<file path="src/rtl/tx_frame_monitor.sv">
// Passive 8N1 receiver that snoops a SOC TX line and queues bytes in an 8-deep FWFT FIFO.
// Optional macro TXMON_GLITCH_FILTER_EN adds a 3-sample majority filter on the synchronized rx.
module tx_frame_monitor #(
  parameter int unsigned CLK_FREQ = 40000000,
  parameter int unsigned BAUD     = 115200
) (
  input  logic       clk,
  input  logic       reset_n,
  input  logic       rx,
  output logic [7:0] dout,
  output logic       valid,
  input  logic       ready,
  output logic [3:0] level,
  output logic       frame_err,
  output logic       overflow,
  input  logic       clr
);

  localparam int unsigned DIV   = CLK_FREQ / BAUD;
  localparam int unsigned HALF  = DIV / 2;
  localparam int unsigned CNT_W = $clog2(DIV);
  localparam int unsigned DEPTH = 8;

  typedef enum logic [2:0] {IDLE, START, DATA, STOP, WAIT_HIGH} state_t;

  logic rx_meta;
  logic rx_sync;
  logic rx_s;

  // Two-flop synchronizer; idles high so reset never looks like a start bit.
  always_ff @(posedge clk) begin
    if (!reset_n) begin
      rx_meta <= 1'b1;
      rx_sync <= 1'b1;
    end else begin
      rx_meta <= rx;
      rx_sync <= rx_meta;
    end
  end

`ifdef TXMON_GLITCH_FILTER_EN
  logic [2:0] rx_hist;

  always_ff @(posedge clk) begin
    if (!reset_n) rx_hist <= 3'b111;
    else          rx_hist <= {rx_hist[1:0], rx_sync};
  end

  assign rx_s = (rx_hist[0] & rx_hist[1]) | (rx_hist[0] & rx_hist[2]) | (rx_hist[1] & rx_hist[2]);
`else
  assign rx_s = rx_sync;
`endif

  state_t           state, state_n;
  logic [CNT_W-1:0] cnt, cnt_n;
  logic [2:0]       bit_idx, bit_idx_n;
  logic [7:0]       shreg, shreg_n;
  logic             push;
  logic             ferr_set;

  always_ff @(posedge clk) begin
    if (!reset_n) begin
      state   <= IDLE;
      cnt     <= '0;
      bit_idx <= '0;
      shreg   <= '0;
    end else begin
      state   <= state_n;
      cnt     <= cnt_n;
      bit_idx <= bit_idx_n;
      shreg   <= shreg_n;
    end
  end

  // Receiver: sample mid-bit, counting from the detected falling edge.
  always_comb begin
    state_n   = state;
    cnt_n     = cnt;
    bit_idx_n = bit_idx;
    shreg_n   = shreg;
    push      = 1'b0;
    ferr_set  = 1'b0;
    unique case (state)
      IDLE: begin
        if (!rx_s) begin
          state_n = START;
          cnt_n   = CNT_W'(HALF - 1);
        end
      end
      START: begin
        if (cnt == '0) begin
          if (!rx_s) begin
            state_n   = DATA;
            cnt_n     = CNT_W'(DIV - 1);
            bit_idx_n = 3'd0;
          end else begin
            state_n = IDLE;
          end
        end else begin
          cnt_n = cnt - CNT_W'(1);
        end
      end
      DATA: begin
        if (cnt == '0) begin
          shreg_n = {rx_s, shreg[7:1]};
          cnt_n   = CNT_W'(DIV - 1);
          if (bit_idx == 3'd7) state_n = STOP;
          else                 bit_idx_n = bit_idx + 3'd1;
        end else begin
          cnt_n = cnt - CNT_W'(1);
        end
      end
      STOP: begin
        if (cnt == '0) begin
          if (rx_s) begin
            push    = 1'b1;
            state_n = IDLE;
          end else begin
            ferr_set = 1'b1;
            state_n  = WAIT_HIGH;
          end
        end else begin
          cnt_n = cnt - CNT_W'(1);
        end
      end
      WAIT_HIGH: begin
        if (rx_s) state_n = IDLE;
      end
      default: state_n = IDLE;
    endcase
  end

  logic [7:0] mem [DEPTH];
  logic [2:0] wr_ptr;
  logic [2:0] rd_ptr;
  logic [2:0] rd_ptr_n;
  logic [3:0] level_n;
  logic       pop;
  logic       full;
  logic       push_ok;
  logic       ovf_set;
  logic       head_bypass;

  // A push into a FIFO that is (or becomes) empty this cycle lands straight on dout.
  always_comb begin
    pop         = valid & ready;
    full        = (level == 4'(DEPTH));
    push_ok     = push & (~full | pop);
    ovf_set     = push & full & ~pop;
    rd_ptr_n    = rd_ptr + 3'(pop);
    level_n     = level + 4'(push_ok) - 4'(pop);
    head_bypass = push_ok & (level == 4'(pop));
  end

  always_ff @(posedge clk) begin
    if (push_ok) mem[wr_ptr] <= shreg;
  end

  always_ff @(posedge clk) begin
    if (!reset_n) begin
      wr_ptr <= '0;
      rd_ptr <= '0;
      level  <= '0;
      valid  <= 1'b0;
      dout   <= '0;
    end else begin
      if (push_ok) wr_ptr <= wr_ptr + 3'd1;
      rd_ptr <= rd_ptr_n;
      level  <= level_n;
      valid  <= (level_n != 4'd0);
      if (level_n != 4'd0) dout <= head_bypass ? shreg : mem[rd_ptr_n];
    end
  end

  // Sticky flags; a set event wins over a coincident clear.
  always_ff @(posedge clk) begin
    if (!reset_n) begin
      frame_err <= 1'b0;
      overflow  <= 1'b0;
    end else begin
      frame_err <= ferr_set | (frame_err & ~clr);
      overflow  <= ovf_set | (overflow & ~clr);
    end
  end

endmodule

</file>
<file path="config.mk">
export PLATFORM = sky130hd
export DESIGN_NAME = tx_frame_monitor
export DESIGN_NICKNAME = d
export VERILOG_FILES = /design/src/rtl/tx_frame_monitor.sv
export SDC_FILE = /design/constraint.sdc
export NUM_CORES = 1
export LEC_CHECK = 0
export ABC_AREA = 0
export BUFFER_PORTS_ARGS = -buffer_cell sky130_fd_sc_hd__buf_2
export CELL_PAD_IN_SITES_DETAIL_PLACEMENT = 2
export CELL_PAD_IN_SITES_GLOBAL_PLACEMENT = 2
export CORE_ASPECT_RATIO = 0.5
export CORE_MARGIN = 8
export CORE_UTILIZATION = 47
export DETAILED_ROUTE_END_ITERATION = 7
export HOLD_SLACK_MARGIN = 0.03
export PLACE_DENSITY = 0.87
export REMOVE_ABC_BUFFERS = 1
export SLEW_MARGIN = 10
export SYNTH_ARGS = -nofsm -noshare
export SYNTH_HDL_FRONTEND = slang
export SYNTH_SLANG_ARGS = --single-unit
export TNS_END_PERCENT = 50
</file>
<file path="constraint.sdc">
create_clock -name clk -period 6.2 [get_ports clk]
set_input_delay 0 -clock clk [delete_from_list [all_inputs] [get_ports clk]]
set_output_delay 0 -clock clk [all_outputs]
set_load 0.005 [all_outputs]
</file>
After elaboration in Yosys (flattened, before gate mapping)
Memory sizes are Yosys's and may differ from the RTL's.
Index checks and enable logic that the tools add are counted.
{"block": "word_totals", "ff_bits": 46, "ramBits": 64, "input_bits": 5, "out_inout_bits": 15, "word_cells": 88, "n_memories": 1}
{"block": "op_classes", "add_sub_neg": 6, "eq_ne": 17, "mux": 29, "n_bitwise": 13, "n_reduce_logical": 9}
{"name": "mem", "words": 8, "width": 8, "rd": 1, "rd_clocked_by_memory_dff": 0, "wr": 1, "line_no": "133", "text": "logic [7:0] mem [DEPTH];"}
{"operator": "two-way mux 9 bit", "n": 5}
{"operator": "case mux 9 bit (4 select lines)", "n": 1}
{"operator": "two-way mux 3 bit", "n": 11}
{"operator": "!= test 2 bit, second input constant", "n": 9}
{"operator": "case mux 3 bit (5 select lines)", "n": 1}
{"operator": "zero test 9 bit", "n": 1}
{"operator": "subtractor 9 x 1 -> 9 bit, second input constant", "n": 1}
{"operator": "two-way mux 1 bit", "n": 8}
{"operator": "two-way mux 8 bit", "n": 1}
{"operator": "nonzero test 4 bit", "n": 2}
{"operator": "AND 1 bit", "n": 7}
{"operator": "adder 3 x 1 -> 3 bit, second input constant", "n": 2}
{"operator": "== test 3 x 2 -> 1 bit, second input constant", "n": 2}
{"operator": "== test 3 bit, second input constant", "n": 2}
{"operator": "case mux 3 bit (2 select lines)", "n": 1}
{"operator": "AND reduction 6 bit", "n": 1}
{"operator": "AND reduction 5 bit", "n": 1}
{"operator": "adder 4 x 1 -> 4 bit", "n": 1}
{"operator": "== test 4 x 1 -> 1 bit", "n": 1}
{"operator": "== test 4 bit, second input constant", "n": 1}
{"operator": "AND reduction 4 bit", "n": 1}
{"operator": "subtractor 4 x 1 -> 4 bit", "n": 1}
{"operator": "adder 3 x 1 -> 3 bit", "n": 1}
{"operator": "== test 3 x 1 -> 1 bit, second input constant", "n": 1}
{"operator": "7 further kinds", "n": 11}

Longest topological paths before layout
{"block": "logic_depth", "word_depth": 7, "depth_mapped": 15, "mapped_depth_nobuf": 13}

Worst setup path before layout
OpenSTA, ideal clock, no wires.
{"block": "synth_timing", "kind": "register to register", "startpoint": "register cnt[0]", "endpoint": "register dout[0]", "setup_time_ps": 61, "arrival_time_ps": 3209, "t_required_ps": 6139, "slack_ps": 2929, "stages_incl_launch_ff": 14, "path_buffers": 1, "synth_period_minus_slack_ps": 3271, "path_cell_list": "dfxtp_1 inv_1 ha_1 or4b_1 buf_2 nor2_8 nand3_1 ha_1 inv_1 ha_1 fa_1 nor2_1 a31oi_1 a32o_1"}
{"block": "synth_between", "elab_chain_cells": 7, "word_cells_on_any_way": 9, "classes_between": "add/sub: 2; mux: 3; bitwise: 2; reduce/logical: 2"}
{"item": "start: declaration", "line_no": "55", "text": "logic [CNT_W-1:0] cnt, cnt_n;"}
{"item": "start signal: assignment", "line_no": "69", "text": "cnt <= cnt_n;"}
{"item": "zero test 9 bit", "line_no": "114", "text": "if (cnt == '0) begin"}
{"item": "two-way mux 1 bit", "line_no": "114"}
{"item": "two-way mux 1 bit", "line_no": "83", "text": "unique case (state)"}
{"item": "AND 1 bit", "line_no": "148", "text": "push_ok = push & (~full | pop);"}
{"item": "adder 4 x 1 -> 4 bit", "line_no": "151", "text": "level_n = level + 4'(push_ok) - 4'(pop);"}
{"item": "subtractor 4 x 1 -> 4 bit", "line_no": "151"}
{"item": "via level_n[1]", "line_no": "137", "text": "logic [3:0] level_n;"}
{"item": "nonzero test 4 bit", "line_no": "171", "text": "if (level_n != 4'd0) dout <= head_bypass ? shreg : mem[rd_ptr_n];"}
{"item": "end signal: assignment", "line_no": "171"}
{"item": "end: declaration", "line_no": "10", "text": "output logic [7:0] dout,"}
The timed path passes the listed nets, and every way through them passes these cells.
A chain may end at the register's enable or synchronous reset.

Worst setup path after layout
{"block": "layout_timing", "startpoint": "register cnt[0]", "endpoint": "register dout[5]"}
{"block": "layout_between", "elab_chain_cells": 7, "word_cells_on_any_way": 9, "classes_between": "add/sub: 2; mux: 3; bitwise: 2; reduce/logical: 2"}
{"item": "zero test 9 bit *", "line_no": "114"}
{"item": "two-way mux 1 bit *", "line_no": "114"}
{"item": "two-way mux 1 bit *", "line_no": "83"}
{"item": "AND 1 bit *", "line_no": "148"}
{"item": "adder 4 x 1 -> 4 bit", "line_no": "151"}
{"item": "subtractor 4 x 1 -> 4 bit", "line_no": "151"}
{"item": "nonzero test 4 bit", "line_no": "171"}
Every way passes the cells marked *; elsewhere a longest branch is shown, timed or not.

==> impl_metrics.yaml <==
cells_and_area:
  nFillCells: 907
  drive_gt1_share_pct: 19.0
  ff_latch_area_mm2: 0.00284
  multi_input_area_mm2: 0.00177
  diodes: 0
  fin_area_mm2: 0.00527
  areaGrowthSynthToFinish_pct: 12.6
  nets: 389
grt:
  antenna_found_initial: 0
  grt_util_all_layers_pct: 21.0
  grt_use_met1_pct: 25.1
  grt_pass1_vias: 3414
  grt-busiest-layer: "met2"
  met2_usage_pct: 37.2
  grt_remaining_overflow: 0
  grt_max_degree: 26
  grt_pass1_wl_mm: 20.9
  grt.met3_usage_pct: 5.46
die:
  rows: 25
  start_util_pct: 48.9
  die_w_um: 157
  die_h_um: 86.6
  ios: 20
  die_area_mm2: 0.0136
  coreArea_mm2: 0.00957
worst_setup_path:
  rr_startpoint: "cnt[0]"
  worstPathRequired_ns: 6.48
  end_kind: "flop"
  critPathKind: "reg -> reg"
  critPathArrivalTime_ns: 5.01
  crit_fanout: 10
  crit_path_start_kind: "flop"
  startpoint: "cnt[0]"
yosys:
  synth_warnings: 0
  synth_area_mm2: 0.00468
  synth_edf_count: 64
  ys_types: 50
  synthCells: 350
  ys_top_cells_by_count: "edfxtp_1 (64), dfxtp_1 (46), nor2_1 (32)"
  synth-seq-area-share_pct: 60.7
  synth.top_cell.area_share_pct: 41.1
  synth_area_leaders: "edfxtp_1 (41%), dfxtp_1 (20%), mux4_2 (7.7%), mux2i_1 (4.1%), ha_1 (3.5%)"
  yosysMostFrequentCell: "edfxtp_1"
  synth_ff_type: "edfxtp_1"
  syn_avg_cell_area_um2: 13.4
  yosys.area.top_type: "edfxtp_1"
  synthArstFlopShare_pct: 0
  ys_seq_elements: 110
job:
  drv_cap: 0
sta:
  fin_skew_ns: 0.00927
  tns_ns: 0
  clock.fmax_mhz: 211
  slew_headroom_pct: 18.3
  period_share_pct: 76.3
  period_needed_ns: 4.73
  tightest_slew_ns: 1.22
  maxSlewViolCount: 0
  rsz0062_at_grt: "false"
  hold_viol: 0
  setup_viol: 0
clock_tree:
  cts_tree: "built"
  cts-root-buf: "clkbuf_16"
  clk_pin_slew_ns: 0.08
  post_cts_resize_count: 0
  clockBufferDepth: 2
  cts_buffers: 9
  ctsHtreeMaxLevel: 3
  clk_latency_ns: 0.36
  clkSinkCount: 110
hold_path:
  hold_class: "in -> reg"
  hp-start: "ready"
routing:
  firstDrtPassIters: 4
  ant_nets: 0
  via_count: 3070
  first_iter_violations: 235
  viasPerCell: 6.03
  wl_per_cell_um: 26.7
  drc: 0
  totalWireLength_mm: 13.6
placement:
  dpl_cell_area_mm2: 0.00492
  place_congestion: 0.833
  port_buffers: 19
  dp_hpwl_mm: 8.44
power_and_ir_drop:
  cellPowerDensity_mw_per_mm2: 367
  p_leak_nw: 1.86
  peakVddDrop_uv: 170
status:
  status: "complete, no violations"
==> what timing repair did <==
action	4_1_cts	5_1_grt
hold endpoints to repair	4	0
setup buffers	0	0
hold buffers	4	0
==> placed cells by master, fill, tap and decap left out, drive strengths merged, types with 3 or more instances in the layout <==
master	instances
nor4	5
nor2	33
a31o	3
buf	20
and3	3
or2	10
a211oi	3
nor3	6
nand3	3
inv	13
o21ai	9
a31oi	3
a21oi	10
mux2i	19
and2	9
mux4	16
dlygate4sd3	4
dfxtp	46
clkbuf	9
xor2	5
a22oi	3
o22ai	3
nand2	21
nand4	3
nand2b	5
ha	13
a32o	8
edfxtp	64
==> path summary, 6_finish.rpt <==
kind | endpoint | slack [ns] | cells after the start
worst max-delay path | dout[5] | 1.47 | 13
worst min-delay path | overflow | 0.27 | 5
worst max register to register | dout[5] | 1.47 | 13
worst min register to register | rx_s | 0.41 | 1
==> registers in the layout, indices dropped and copies added (netlist names), 3 cells and up <==
name and cells:
shreg 8, bit_idx 3, cnt 9, state 3
rd_ptr 3, level 4, mem 64, dout 8
wr_ptr 3
==> worst max-delay path, cell delays in order, from the launching register on <==
cell	delay (ns)
dfxtp_1	0.35
inv_1	0.10
ha_1	0.16
or4b_1	0.65
nor2_8	0.27
nand3_1	0.40
ha_1	0.50
inv_1	0.08
ha_1	0.23
a21o_1	0.20
a21oi_1	0.20
xnor2_1	0.15
a31oi_1	0.99
a32o_1	0.36
==> routing by layer <==
layer / wire, um / vias up
met1: 5730 / 1618
met2: 6960 / 80
li1: - / 1358
met3: 721 / 14
met5: 0 / -
met4: 160 / 0
==> cell type report <==
type | instances | share of cell area [%]
Sequential cell | 110 | 53.9
Multi-Input combinational cell | 213 | 33.5
Clock buffer | 9 | 4.27
Tap cell | 135 | 3.20
Timing Repair Buffer | 24 | 2.71
Clock inverter | 6 | 1.54
Inverter | 12 | 0.854
==> per-stage QoR <==
| stage | hold WS [ns] | power [mW] | instances | worst slack (ns) | utilization [%] |
|---|---|---|---|---|---|
| floorplan | 0.0730 | 1.16 | 335 | 2.87 | - |
| global placement | 0.181 | 1.28 | 490 | 2.26 | 51.5 |
| detailed placement | 0.189 | 1.33 | 490 | 1.76 | 51.5 |
| CTS | 0.262 | 1.95 | 509 | 1.54 | 55.1 |
| global route | 0.292 | 2.00 | 509 | 1.35 | 55.1 |
| finish | 0.265 | 1.94 | 509 | 1.47 | 55.1 |
==> report_power, final <==
part / switching [mW] / internal [mW] / leakage (nW)
Clock: 0.286 / 0.319 / 0.143
Sequential: 0.0444 / 0.808 / 0.968
Combinational: 0.281 / 0.198 / 0.753
==> cells by family (layout without fill, tap and decap cells) <==
logic type | after synthesis | in the layout | share of synthesized area, %
xor gates and xnor gates | 7 | 7 | 1.31
muxes | 35 | 35 | 11.8
AOI/OAI and AO/OA | 51 | 51 | 8.10
buffers and inverters | 27 | 51 | 2.46
DFF | 110 | 110 | 60.7
and+or+nand+nor | 106 | 106 | 11.7
adders and majority gates | 14 | 14 | 3.90
Note: power is estimated with default switching activity, not from simulation.
